==> config.mk <==
export PLATFORM = sky130hd
export DESIGN_NAME = uart_rx_fifo_flat
export DESIGN_NICKNAME = d
export VERILOG_FILES = /design/src/rtl/uart_pkg.sv /design/src/rtl/uart_rx_fifo_if.sv /design/src/rtl/sync_fifo.sv /design/src/rtl/uart_rx_fifo.sv /design/src/flat_wrapper.sv
export SDC_FILE = /design/constraint.sdc
export NUM_CORES = 1
export LEC_CHECK = 0
export CAP_MARGIN = 20
export CORE_ASPECT_RATIO = 0.8
export CORE_UTILIZATION = 60
export CTS_CLUSTER_DIAMETER = 120
export DETAILED_ROUTE_END_ITERATION = 10
export PLACE_DENSITY = 0.81
export SYNTH_ARGS = -nofsm -noshare
export SYNTH_HDL_FRONTEND = slang
export SYNTH_SLANG_ARGS = --single-unit
==> constraint.sdc <==
create_clock -name clk_i -period 7.4 [get_ports clk_i]
set_clock_uncertainty 0.1 [all_clocks]
set_input_delay 1.11 -clock clk_i [delete_from_list [all_inputs] [get_ports clk_i]]
set_output_delay 1.11 -clock clk_i [all_outputs]
set_load 0.005 [all_outputs]
==> src/rtl/uart_pkg.sv <==
// uart_pkg: shared receiver types, oversampling ratio and baud divider helper
//   rx_state_t : receive FSM states
//   OVERSAMPLE : ticks per bit
//   baud_div() : clocks per tick, rounded to nearest
package uart_pkg;
  typedef enum logic [2:0] {IDLE, START, DATA, STOP, WAIT_HIGH} rx_state_t;
  localparam int OVERSAMPLE = 16;
  function automatic int baud_div(input int clk_hz, input int baud);
    return (clk_hz + (OVERSAMPLE / 2) * baud) / (OVERSAMPLE * baud);
  endfunction
endpackage

==> src/rtl/uart_rx_fifo_if.sv <==
// uart_rx_fifo_if: show-ahead byte stream from the receive FIFO to its consumer
//   data_o  : byte at FIFO head
//   valid_o : FIFO not empty
//   ready_i : consumer accepts data_o
//   level_o : FIFO occupancy
interface uart_rx_fifo_if #(parameter int FIFO_DEPTH = 4);
  localparam int LW = $clog2(FIFO_DEPTH) + 1;
  logic [7:0] data_o;
  logic valid_o;
  logic ready_i;
  logic [LW-1:0] level_o;
  modport master(output data_o, valid_o, level_o, input ready_i);
  modport slave(input data_o, valid_o, level_o, output ready_i);
endinterface

==> src/rtl/sync_fifo.sv <==
// sync_fifo: circular-buffer FIFO with registered pointers and show-ahead output
//   clk_i/rst_n_i : clock, synchronous active-low reset
//   push/din      : write request and data (accepted when not full or popping)
//   pop/dout      : read request and head data (dout is 0 while empty)
//   full/empty    : status
//   level         : occupancy
module sync_fifo #(
  parameter int WIDTH = 8,
  parameter int DEPTH = 4
) (
  input  logic                   clk_i,
  input  logic                   rst_n_i,
  input  logic                   push,
  input  logic                   pop,
  input  logic [WIDTH-1:0]       din,
  output logic [WIDTH-1:0]       dout,
  output logic                   full,
  output logic                   empty,
  output logic [$clog2(DEPTH):0] level
);
  localparam int AW = $clog2(DEPTH);
  localparam int LW = AW + 1;
  logic [WIDTH-1:0] mem [DEPTH];
  logic [AW-1:0] rd_ptr, wr_ptr;
  logic do_pop, do_push;
  // a pop frees a slot first, so a push into a full FIFO succeeds alongside it
  always_comb begin
    empty = level == '0;
    full = level == LW'(DEPTH);
    do_pop = pop && !empty;
    do_push = push && (!full || do_pop);
    dout = empty ? '0 : mem[rd_ptr];
  end
  always_ff @(posedge clk_i)
    if (!rst_n_i) begin
      rd_ptr <= '0;
      wr_ptr <= '0;
      level <= '0;
    end else begin
      rd_ptr <= rd_ptr + AW'(do_pop);
      wr_ptr <= wr_ptr + AW'(do_push);
      level <= level + LW'(do_push) - LW'(do_pop);
    end
  always_ff @(posedge clk_i)
    if (do_push) mem[wr_ptr] <= din;
endmodule

==> src/rtl/uart_rx_fifo.sv <==
// uart_rx_fifo: 16x-oversampled 8N1 UART receiver feeding a byte FIFO
//   clk_i/rst_n_i : core clock, synchronous active-low reset
//   rx_i          : asynchronous serial line (idles high)
//   bus           : show-ahead valid/ready byte stream with FIFO level
//   busy_o        : receiver is mid-frame (FSM not IDLE)
//   frame_err_o   : sticky, stop bit sampled low
//   overrun_o     : sticky, byte completed while FIFO full
//   clear_i       : clears both sticky flags; a coincident error wins
// Build option UART_RX_MAJORITY_EN: 2-of-3 vote over ticks 7..9 of each bit
// window, decided at tick 9, instead of a single sample at tick 8.
module uart_rx_fifo
  import uart_pkg::*;
#(
  parameter int CLK_FREQ_HZ = 10_000_000,
  parameter int BAUD = 9600,
  parameter int FIFO_DEPTH = 4
) (
  input  logic                  clk_i,
  input  logic                  rst_n_i,
  input  logic                  rx_i,
  input  logic                  clear_i,
  output logic                  busy_o,
  output logic                  frame_err_o,
  output logic                  overrun_o,
  uart_rx_fifo_if.master        bus
);
  localparam int DIV = baud_div(CLK_FREQ_HZ, BAUD);
  localparam int DW = $clog2(DIV + 1);
  localparam int LW = $clog2(FIFO_DEPTH) + 1;
`ifdef UART_RX_MAJORITY_EN
  localparam logic [3:0] START_LAST = 4'd8;
`else
  localparam logic [3:0] START_LAST = 4'd7;
`endif
  rx_state_t state, next;
  logic [1:0] sync;
  logic rx_s, tick, decide, bit_s, push, pop, ferr_set, ovr_set, full, empty;
  logic [DW-1:0] div_cnt;
  logic [3:0] tick_cnt;
  logic [2:0] bit_idx;
  logic [7:0] shreg;
  logic [LW-1:0] level;
  assign rx_s = sync[1];
  assign tick = div_cnt == DW'(DIV - 1);
  always_ff @(posedge clk_i)
    if (!rst_n_i) begin
      sync <= 2'b11;
      state <= IDLE;
    end else begin
      sync <= {sync[0], rx_i};
      state <= next;
    end
  // divider held at 0 in IDLE so the first tick lands DIV clocks after the start edge
  always_ff @(posedge clk_i)
    if (!rst_n_i) begin
      div_cnt <= '0;
      tick_cnt <= '0;
      bit_idx <= '0;
      shreg <= '0;
      frame_err_o <= 1'b0;
      overrun_o <= 1'b0;
    end else begin
      div_cnt <= (state == IDLE || tick) ? '0 : div_cnt + DW'(1);
      tick_cnt <= (state != next) ? '0 : tick_cnt + 4'(tick);
      bit_idx <= (state != DATA) ? '0 : bit_idx + 3'(decide);
      shreg <= (state == DATA && decide) ? {bit_s, shreg[7:1]} : shreg;
      frame_err_o <= ferr_set | (frame_err_o & ~clear_i);
      overrun_o <= ovr_set | (overrun_o & ~clear_i);
    end
`ifdef UART_RX_MAJORITY_EN
  // the two previous tick samples; with the current one they form the vote
  logic [1:0] hist;
  always_ff @(posedge clk_i)
    if (!rst_n_i) hist <= 2'b11;
    else if (tick) hist <= {hist[0], rx_s};
  assign bit_s = (hist[1] & hist[0]) | (hist[1] & rx_s) | (hist[0] & rx_s);
`else
  assign bit_s = rx_s;
`endif
  // START decides mid-bit; afterwards every 16th tick lands mid-bit again
  assign decide = tick && tick_cnt == ((state == START) ? START_LAST : 4'(OVERSAMPLE - 1));
  always_comb begin
    next = state;
    case (state)
      IDLE:      if (!rx_s) next = START;
      START:     if (decide) next = bit_s ? IDLE : DATA;
      DATA:      if (decide && bit_idx == 3'd7) next = STOP;
      STOP:      if (decide) next = bit_s ? IDLE : WAIT_HIGH;
      WAIT_HIGH: if (rx_s) next = IDLE;
      default:   next = IDLE;
    endcase
  end
  always_comb begin
    pop = !empty && bus.ready_i;
    push = state == STOP && decide && bit_s;
    ferr_set = state == STOP && decide && !bit_s;
    ovr_set = push && full && !pop;
    busy_o = state != IDLE;
    bus.valid_o = !empty;
    bus.level_o = level;
  end
  sync_fifo #(.WIDTH(8), .DEPTH(FIFO_DEPTH)) u_fifo (
    .clk_i(clk_i),
    .rst_n_i(rst_n_i),
    .push(push),
    .pop(pop),
    .din(shreg),
    .dout(bus.data_o),
    .full(full),
    .empty(empty),
    .level(level)
  );
endmodule
==> src/flat_wrapper.sv <==
// flat-port wrapper written by rule: the top's interface ports become plain ports
module uart_rx_fifo_flat import uart_pkg::*;
#(
  parameter int CLK_FREQ_HZ = 10_000_000,
  parameter int BAUD = 9600,
  parameter int FIFO_DEPTH = 4
)
  (clk_i, rst_n_i, rx_i, clear_i, busy_o, frame_err_o, overrun_o, bus_data_o, bus_valid_o, bus_level_o, bus_ready_i);
  uart_rx_fifo_if #(.FIFO_DEPTH(FIFO_DEPTH)) bus_i ();
  input  logic clk_i;
  input  logic rst_n_i;
  input  logic rx_i;
  input  logic clear_i;
  output logic busy_o;
  output logic frame_err_o;
  output logic overrun_o;
  output wire logic [$bits(bus_i.data_o)-1:0] bus_data_o;
  output wire logic [$bits(bus_i.valid_o)-1:0] bus_valid_o;
  output wire logic [$bits(bus_i.level_o)-1:0] bus_level_o;
  input wire logic [$bits(bus_i.ready_i)-1:0] bus_ready_i;
  assign bus_data_o = bus_i.data_o;
  assign bus_valid_o = bus_i.valid_o;
  assign bus_level_o = bus_i.level_o;
  assign bus_i.ready_i = bus_ready_i;
  uart_rx_fifo #(.CLK_FREQ_HZ(CLK_FREQ_HZ), .BAUD(BAUD), .FIFO_DEPTH(FIFO_DEPTH)) u_core (.clk_i(clk_i), .rst_n_i(rst_n_i), .rx_i(rx_i), .clear_i(clear_i), .busy_o(busy_o), .frame_err_o(frame_err_o), .overrun_o(overrun_o), .bus(bus_i));
endmodule
==> flow_summary.yaml <==
run_status:
  status: "completed"
layout:
  drive_above_1_share: 0.0898
  area_growth_pct: 12.7
  antenna_cells: 0
  final_common_cell: "dfxtp_1"
  fin_nets: 267
  stdcell_area_um2: 3290
  finalNonFillerCells: 316
  final_cell_mix: "36 x dfxtp_1, 32 x edfxtp_1, 21 x nor2b_1"
timing:
  fin_crit_ns: 3.45
  fin_setup_tns_ns: 0
  max_clock_freq_ghz: 0.290
  drv_slew: 0
  rsz0062_at_grt: "false"
  timing.final.ws_setup_ns: 3.95
  tightest_slew_ns: 1.11
  hold_viol_final: 0
  slew_headroom: 0.257
  finalSetupViolCount: 0
  fin_crit_sh: 0.466
global_routing:
  antenna_found_initial: 0
  groute.usage.overall: 0.201
  grt_start_max_net_pins: 29
  grt_pass1_vias: 1601
  grt_pass1_wl_um: 7470
  gr-total-overflow: 0
cts:
  cts_hold_buffers: 0
  cts-root-buf: "clkbuf_8"
  cts_setup_buffers: 0
  cts_sinks: 68
  clock_latency_ns: 0.34
  clkTransAtPathRegs_ns: 0.07
  ctsResizeCount: 0
  htree_levels: 3
  cts_buffers: 9
  clock_path_buffers: 2
  cts_tree: "done"
critical_path:
  crit_family: "flip-flops"
  cp.required_ns: 6.19
  start_kind: "flip-flop"
  worstPathArrival_ns: 2.24
  crit_fanout: 9
  cpPeakStageDelay_ns: 0.69
  crit_buf_inv: 1
  path_class: "flip-flop to output port"
  slowest_stage: "dfxtp_1"
  worstSetupEndpointType: "output port"
  crit_chain: "mux4_2, nor2b_1, clkdlybuf4s50_1"
placed_design:
  post-place-ws_ns: 3.71
  gp_congestion: 0.853
  dpl_cell_area_um2: 3130
  portBuffers: 19
  dp_cells: 299
  place_hpwl_um: 3050
synthesis:
  syn_nets: 247
  synth_area_um2: 2920
  synth-edff-count: 32
  yosys_most_used_dff: "dfxtp_1"
  yosys_warnings: 0
  synth_cells: 231
  ys_top_cells_by_area: "edfxtp_1 33%, dfxtp_1 25%, mux4_2 6.2%"
  avgSynthCellArea_um2: 12.6
  netlist.area_leader.share: 0.329
  async_reset_ff_frac: 0
  synth-seq-area-share: 0.576
  yosys.area.top_type: "edfxtp_1"
  ys_seq_elements: 68
  synth_cell_types: 39
power_and_ir_drop:
  clockPowerShare: 0.288
  power_density_nw_per_um2: 253
  pwr-share-seq: 0.509
  power_frac_comb: 0.202
  power_leakage_nw: 1.20
  switching_power_w: 0.000202
  switching_share: 0.242
  peakVddDrop_mv: 0.184
  p_int_w: 0.000632
floorplan:
  fp.dieArea_um2: 5150
  fp-row-count: 22
  initial_utilization: 0.631
  io_pins: 20
  coreArea_um2: 4620
  die_h_um: 64.4
  die_w_um: 80
route:
  wl_per_cell_um: 14.4
  drt_first_pass_iters: 4
  viasPerCell: 5.59
  ant_nets: 0
  routed_wl_um: 4540
  initialDrtViolationCount: 78
  drc: 0
  via_count: 1765
run:
  cap_viol_max_count: 0
min_path:
  hold_class: "flip-flop to flip-flop"
## through the flow
| step | util | hold WS (ns) | power [W] |
|---|---|---|---|
| after floorplan | - | 0.286 | 0.000525 |
| after global placement | 0.677 | 0.295 | 0.000602 |
| after detailed placement | 0.677 | 0.296 | 0.000605 |
| after CTS | 0.710 | 0.312 | 0.000844 |
| after global routing | 0.712 | 0.320 | 0.000879 |
| final | 0.712 | 0.308 | 0.000834 |
## metal layers
| layer | track usage | part of all wire |
|---|---|---|
| met1 | 0.253 | 0.47 |
| met2 | 0.318 | 0.48 |
| met3 | 0.0857 | 0.046 |
| met4 | 0.0536 | 0.0097 |
| met5 | 0 | 0 |
## registers in the layout (all words and copies together) (netlist names)
register,flops
u_core.u_fifo.level,3
u_core.tick_cnt,4
u_core.shreg,8
u_core.u_fifo.wr_ptr,2
u_core.u_fifo.mem,32
u_core.div_cnt,7
u_core.bit_idx,3
u_core.frame_err_o,1
u_core.sync,2
u_core.overrun_o,1
u_core.u_fifo.rd_ptr,2
u_core.state,3
## synth_stat cells, types with 2 or more instances
cell type  instances
nand2b_1           2
a211oi_1           5
dfxtp_1           36
nand2_1            8
inv_1              8
ha_1              10
nor2b_1           21
mux4_2             8
o21a_1             2
edfxtp_1          32
nor4_1             2
and3_1             7
nor3b_1            4
xor2_1             7
and2_1             8
nor3_1             7
nor4b_1            2
clkbuf_1           6
xnor2_1            6
or3_1              3
nor3b_2            2
mux2i_1            8
nor2_1            12
nand4_1            3
buf_2              4
nand3_1            5
## area by class of cell
class	instances	area, um2
Clock buffer	12	135
Clock inverter	4	17.5
Sequential cell	68	1680
Multi-Input combinational cell	143	1150
Fill cell	332	1330
Tap cell	60	75.1
Timing Repair Buffer	20	198
Inverter	9	35.0
## worst paths after layout
| path | startpoint | end | slack (ns) | cells after the start |
|---|---|---|---|---|
| min | u_core.sync[0] | u_core.sync[1] | 0.31 | 1 |
| max | u_core.u_fifo.rd_ptr[0] | bus_data_o[5] | 3.95 | 3 |
| min reg2reg | u_core.sync[0] | u_core.sync[1] | 0.31 | 1 |
| max reg2reg | u_core.div_cnt[0] | u_core.u_fifo.level[2] | 4.36 | 12 |
## kinds of logic after synthesis
logic type      Yosys count  share of synthesized area
mux                      16                     0.0891
simple gates             90                      0.183
compound gates           13                     0.0330
fa+ha+maj                11                     0.0497
buf+inv                  20                     0.0304
xor+xnor                 13                     0.0390
flops                    68                      0.576
## power by group through the flow
stage          combinational [W]  clock, W  sequential [W]
2_1_floorplan           0.000107         0        0.000418
3_3_place_gp            0.000168         0        0.000434
3_5_place_dp            0.000171         0        0.000433
4_1_cts                 0.000172  0.000247        0.000425
5_1_grt                 0.000187  0.000264        0.000428
6_report                0.000169  0.000240        0.000425
(Power assumes the default switching activity.)
